**src/rtl/reset_sequencer.sv**
```systemverilog
// Reset sequencer: holds peripheral and core resets, then releases peripherals before the core.
// Optional cause register is enabled by defining RESET_SEQUENCER_CAUSE_EN.
module reset_sequencer #(
   parameter int unsigned HOLD_CYCLES    = 16,
   parameter int unsigned STAGGER_CYCLES = 8
) (
   input  logic       clk_i,
   input  logic       rst_i,
   input  logic       sw_req_i,
   input  logic       ext_req_i,
   output logic       rst_periph_no,
   output logic       rst_core_no,
   output logic       busy_o,
   output logic [1:0] rst_cause_o
);

   localparam int unsigned MAX_CYCLES = (HOLD_CYCLES > STAGGER_CYCLES) ? HOLD_CYCLES : STAGGER_CYCLES;
   localparam int unsigned CW         = $clog2(MAX_CYCLES + 1);
   localparam logic [CW-1:0] HOLD_LD  = CW'(HOLD_CYCLES);
   localparam logic [CW-1:0] STAG_LD  = CW'(STAGGER_CYCLES);
   localparam logic [CW-1:0] CNT_ONE  = CW'(1);

   typedef enum logic [1:0] {
      HOLD,
      STAGGER,
      RUN
   } state_t;

   state_t        state, state_nxt;
   logic [CW-1:0] cnt, cnt_nxt;
   logic          req;

   assign req = sw_req_i | ext_req_i;

   // Any request restarts the hold from a full count, whatever the current state.
   always_comb begin
      state_nxt = state;
      cnt_nxt   = cnt;
      if (req) begin
         state_nxt = HOLD;
         cnt_nxt   = HOLD_LD;
      end else begin
         case (state)
            HOLD: begin
               if (cnt == CNT_ONE) begin
                  state_nxt = STAGGER;
                  cnt_nxt   = STAG_LD;
               end else begin
                  cnt_nxt = cnt - CNT_ONE;
               end
            end
            STAGGER: begin
               if (cnt == CNT_ONE) begin
                  state_nxt = RUN;
               end else begin
                  cnt_nxt = cnt - CNT_ONE;
               end
            end
            RUN: begin
               state_nxt = RUN;
            end
            default: begin
               state_nxt = HOLD;
               cnt_nxt   = HOLD_LD;
            end
         endcase
      end
   end

   // Outputs are registered from the next-state decode so they come straight from flops.
   always_ff @(posedge clk_i) begin
      if (rst_i) begin
         state         <= HOLD;
         cnt           <= HOLD_LD;
         rst_periph_no <= 1'b0;
         rst_core_no   <= 1'b0;
         busy_o        <= 1'b1;
      end else begin
         state         <= state_nxt;
         cnt           <= cnt_nxt;
         rst_periph_no <= (state_nxt != HOLD);
         rst_core_no   <= (state_nxt == RUN);
         busy_o        <= (state_nxt != RUN);
      end
   end

`ifdef RESET_SEQUENCER_CAUSE_EN
   logic [1:0] cause_q;

   always_ff @(posedge clk_i) begin
      if (rst_i) begin
         cause_q <= '0;
      end else if (req) begin
         if (state == RUN) begin
            cause_q <= {ext_req_i, sw_req_i};
         end else begin
            cause_q <= cause_q | {ext_req_i, sw_req_i};
         end
      end
   end

   assign rst_cause_o = cause_q;
`else
   assign rst_cause_o = '0;
`endif

endmodule

```
**config.mk**
```make
export PLATFORM = sky130hd
export DESIGN_NAME = reset_sequencer
export DESIGN_NICKNAME = d
export VERILOG_FILES = /design/src/rtl/reset_sequencer.sv
export SDC_FILE = /design/constraint.sdc
export NUM_CORES = 1
export LEC_CHECK = 0
export CAP_MARGIN = 25
export CORE_AREA = 4 4 41 43
export DETAILED_ROUTE_END_ITERATION = 7
export DIE_AREA = 0 0 45 47
export REMOVE_ABC_BUFFERS = 1
export SLEW_MARGIN = 0
export SYNTH_ARGS = -nofsm -noshare
export SYNTH_HDL_FRONTEND = slang
export SYNTH_SLANG_ARGS = --single-unit
```
**constraint.sdc**
```tcl
create_clock -name clk_i -period 2.97 [get_ports clk_i]
set_input_delay 0.297 -clock clk_i [delete_from_list [all_inputs] [get_ports clk_i]]
set_output_delay 0.297 -clock clk_i [all_outputs]
set_load 0.01 [all_outputs]
```
* Word level (Yosys, flattened, before mapping) *
Index checks and enable logic that the tools add are counted.

word-level totals
  register bits = 10
  bits in latches = 0
  memory bits (writable) = 0
  bits in read-only memories = 0
  bits of input ports = 4
  output and inout port bits = 5
  memories kept = 0

cells by class
  $add $sub $neg = 1
  $mul = 0
  div/mod/pow operators = 0
  order comparisons = 0
  equality and inequality tests = 6
  shifts and indexed selects = 0
  mux-type cells = 7
  bitwise operators = 2
  reduce and logical (&&, ||, !) cells = 4

operators with widths
  cell                 number
  $pmux 5 s3           1
  $mux 5               2
  $mux 2               3
  $pmux 2 s3           1
  $eq 5x1->1 const B   1
  $sub 5x1->5 const B  1
  $eq 2x2->1 const B   2
  $ne 2x2->1 const B   2
  $eq 2x1->1 const B   1
  $logic_not 2->1      1
  $reduce_and 2->1     1
  $reduce_bool 2->1    1
  $reduce_or 2->1      1
  $not 1->1            1
  $or 1x1->1           1

* Longest topological paths before layout *
  depth in word-level cells = 5
  mapped depth = 5
  gate-level depth less buffers = 5

* Least setup slack after synthesis *
OpenSTA, ideal clock, no wires.

  path kind = register to register
  start = reg cnt[1]
  end = reg cnt[2]
  library setup time = 0.070 ns
  data arrival time = 1.311 ns
  data required time = 2.900 ns
  setup slack = 1.589 ns
  cell stages (with the launch flop) = 6
  path buffers = 0
  cells stage by stage = dfxtp_1 > inv_1 > ha_1 > nor4b_4 > or4b_1 > a21oi_1

between the ends
  longest elaborated chain between the ends = 3
  elaborated cells between the ends (all ways) = 7

ends and longest elaborated chain
  element                                         line  source
  start, declared                                 30    logic [CW-1:0] cnt, cnt_nxt;
  start signal, assigned                          80    cnt <= cnt_nxt;
  $sub 5x1->5 or $eq 5x1->1 (tied branches)       n/a
  $mux 5 (tied with other cells)                  53    if (cnt == CNT_ONE) begin
  $pmux 5 s3 or $reduce_and 2->1 (tied branches)  n/a

Parallel ways exist; a longest one is shown, timed or not. The select of a mux whose other input is x is not followed.
A chain may end at the register's enable or synchronous reset.

* Worst setup path in the final report *
  start = reg cnt[1]
  end = reg busy_o

between the ends
  longest elaborated chain between the ends = 5
  elaborated cells between the ends (all ways) = 6

ends and longest elaborated chain
  element                           line    source
  $eq 5x1->1 (*)                    45, 53
  $mux 2, on equally long branches  53, 45
  $pmux 2 s3 (*)                    43      case (state)
  $mux 2 (*)                        39      if (req) begin
  $ne 2x2->1 (*)                    83      busy_o <= (state_nxt != RUN);
  end signal, assigned              83
  end, declared                     13      output logic busy_o,

Every way passes the cells marked *; elsewhere a longest branch is shown, timed or not.

==> flow_summary.yaml <==
finish:
  layout_commonest_cell: "dfxtp_1"
  fin_area_um2: 592
  num-nets-final: 68
  drive_gt1_share_pct: 14.8
  n_antenna_cell: 0
  area_growth_pct: 19.4
  layout_common_cells: "dfxtp_1, clkdlybuf4s50_1, a21oi_1, nor2_1"
setup_path:
  worstSetupEndpointType: "flop"
  crit_arrival_ns: 1.69
  slowest_delay_ns: 0.46
  slowest_stage: "nor4b_4"
  worstSetupPathType: "flop to flop"
  crit_family: "simple AND/OR/NAND/NOR gates"
  worst-path-buf-inv: 1
  crit_required_ns: 3.13
  start_kind: "flop"
  crit_fanout: 9
  crit_chain: "inv_1 -> ha_1 -> nor4b_4 -> a21oi_1 -> nand2b_1"
yosys:
  synth-seq-area-share_pct: 40.4
  synthArstFlopShare_pct: 0
  ys_warn_count: 0
  synth_cell_types: 27
  yosysTopAreaCell: "dfxtp_1"
  postSynthAreaPerCell_um2: 9.18
  syn_area_um2: 495
  synth_seq_cells: 10
  syn_inst: 54
  synth_edf_count: 0
  synth_top_area_share_pct: 40.4
  netlist_top_cells_area: "dfxtp_1, ha_1, nor4b_4, a21oi_1, mux2i_1"
  synth_ff_type: "dfxtp_1"
drt:
  via_per_inst: 5.12
  vias: 389
  drc: 0
  routed_wl_um: 900
  wl_per_cell_um: 11.8
  antenna_left: 0
  drt_iter0_markers: 5
  dr.pass1.iters: 2
clock_network:
  clk_pin_slew_worst_paths_ns: 0.07
  hold_buffers: 0
  h-tree-depth: 1
  numCtsBuffers: 3
  cts_root_buf: "clkbuf_4"
  cts_buffer_depth: 2
  cts_setup_buffers: 0
  cts_sinks: 10
  clk_latency_ns: 0.27
  cts_resized: 0
  cts_tree: "done"
job:
  max_cap_violations: 0
global_routing:
  grt_pass1_wl_mm: 1.50
  grt_pass1_vias: 365
  antenna_found_initial: 0
  grt-ovfl-total: 0
  grt_start_max_net_pins: 13
  grt_usage_pct: 10.4
sta:
  worst_pin_slew_ns: 0.527
  clock.fmax_mhz: 655
  setup_viol: 0
  hold_ws_ns: 0.520
  skew_ns: 0.00416
  rsz0062_at_grt: "no"
  drv_slew: 0
  slew_headroom_pct: 64.7
  tns_ns: 0
  fin_ws_ns: 1.44
  finalHoldViolations: 0
  timing.final.crit_period_ns: 1.53
  fin_crit_sh_pct: 51.4
floorplanning:
  die_w_um: 45
  core-area_mm2: 0.00130
  dieArea_mm2: 0.00212
  initial_core_util_pct: 38.1
  pin_count: 9
  dieHeight_um: 47
  num_rows: 13
placed_design:
  dp_hpwl_um: 645
  io_buffers: 6
  place_area_um2: 556
  post-place-ws_ns: 1.32
  place.gp.congestion: 0.760
power:
  total_leakage_power_nw: 0.217
  max-vdd-ir-drop_mv: 0.284
  power.density_mw_per_mm2: 487
  p_total_mw: 0.288
hold_path:
  hp-class: "flop to flop"
status:
  status: "complete, no violations"
## logic make-up after synthesis
| group | count (synthesis) | synth area share (%) |
|---|---|---|
| adder cells (fa/ha/maj) | 2 | 5.05 |
| AO/OA/AOI/OAI | 10 | 12.6 |
| flip-flops | 10 | 40.4 |
| other | 1 | 0.757 |
| multiplexers | 2 | 4.04 |
| buffers and inverters | 7 | 6.82 |
| XOR/XNOR | 1 | 1.77 |
| AND/OR/NAND/NOR | 21 | 28.5 |
## worst register-to-register path: cells and delay by family (launching register included)
family                     cells  cell delay (ns)
buffers and inverters          1             0.08
AOI/OAI and AO/OA              1             0.20
and+or+nand+nor                2             0.64
adders and majority gates      1             0.16
DFF                            1             0.34
## Yosys cell counts (all sizes together) (2+ instances only)
cell and n:
mux2i 2, clkbuf 2, o21ai 2, dfxtp 10
buf 2, a21oi 4, nor2 4, nor4b 2
nor3 3, nor2b 2, nand2 3, inv 3
or3 3, ha 2
## layout make-up
class / instances / area, um^2
fillers: 136 / 709
multi-input cells: 38 / 265
flip-flops and latches: 10 / 200
repair buffers: 6 / 60.1
clock buffers: 4 / 36.3
well taps: 15 / 18.8
inverters: 3 / 11.3
## path summary, 6_finish.rpt
path / from / end / slack (ns) / cells past startpoint
worst max-delay path: cnt[1] / busy_o / 1.44 / 5
worst min-delay path: cnt[1] / cnt[1] / 0.52 / 2
worst max register to register: cnt[1] / busy_o / 1.44 / 5
worst min register to register: cnt[1] / cnt[1] / 0.52 / 2
## power by group
group          internal (mW)  total, mW  switching [mW]
clock network         0.0745      0.123          0.0487
logic                 0.0133     0.0240          0.0108
registers              0.137      0.141         0.00379
total                  0.225      0.288          0.0632
## metrics by stage
step,instances,utilization (%)
finish,76,45.5
floorplan,51,-
CTS,76,45.5
global placement,72,42.7
global route,76,45.5
detailed placement,72,42.7
## layer usage
metal  vias to the layer above  share of wire [%]  global-route usage, %
met3                         2                4.3                   4.98
met1                       179                 47                   10.8
li1                        200                  -                      -
met4                         0                1.1                   8.77
met2                         8                 48                   15.8
met5                         -                  0                      0
## registers in the layout, summed over array words and instances (netlist names)
name,cells
rst_periph_no,1
state,2
rst_core_no,1
cnt,5
busy_o,1
No activity file was read; power rests on OpenSTA's default activity.
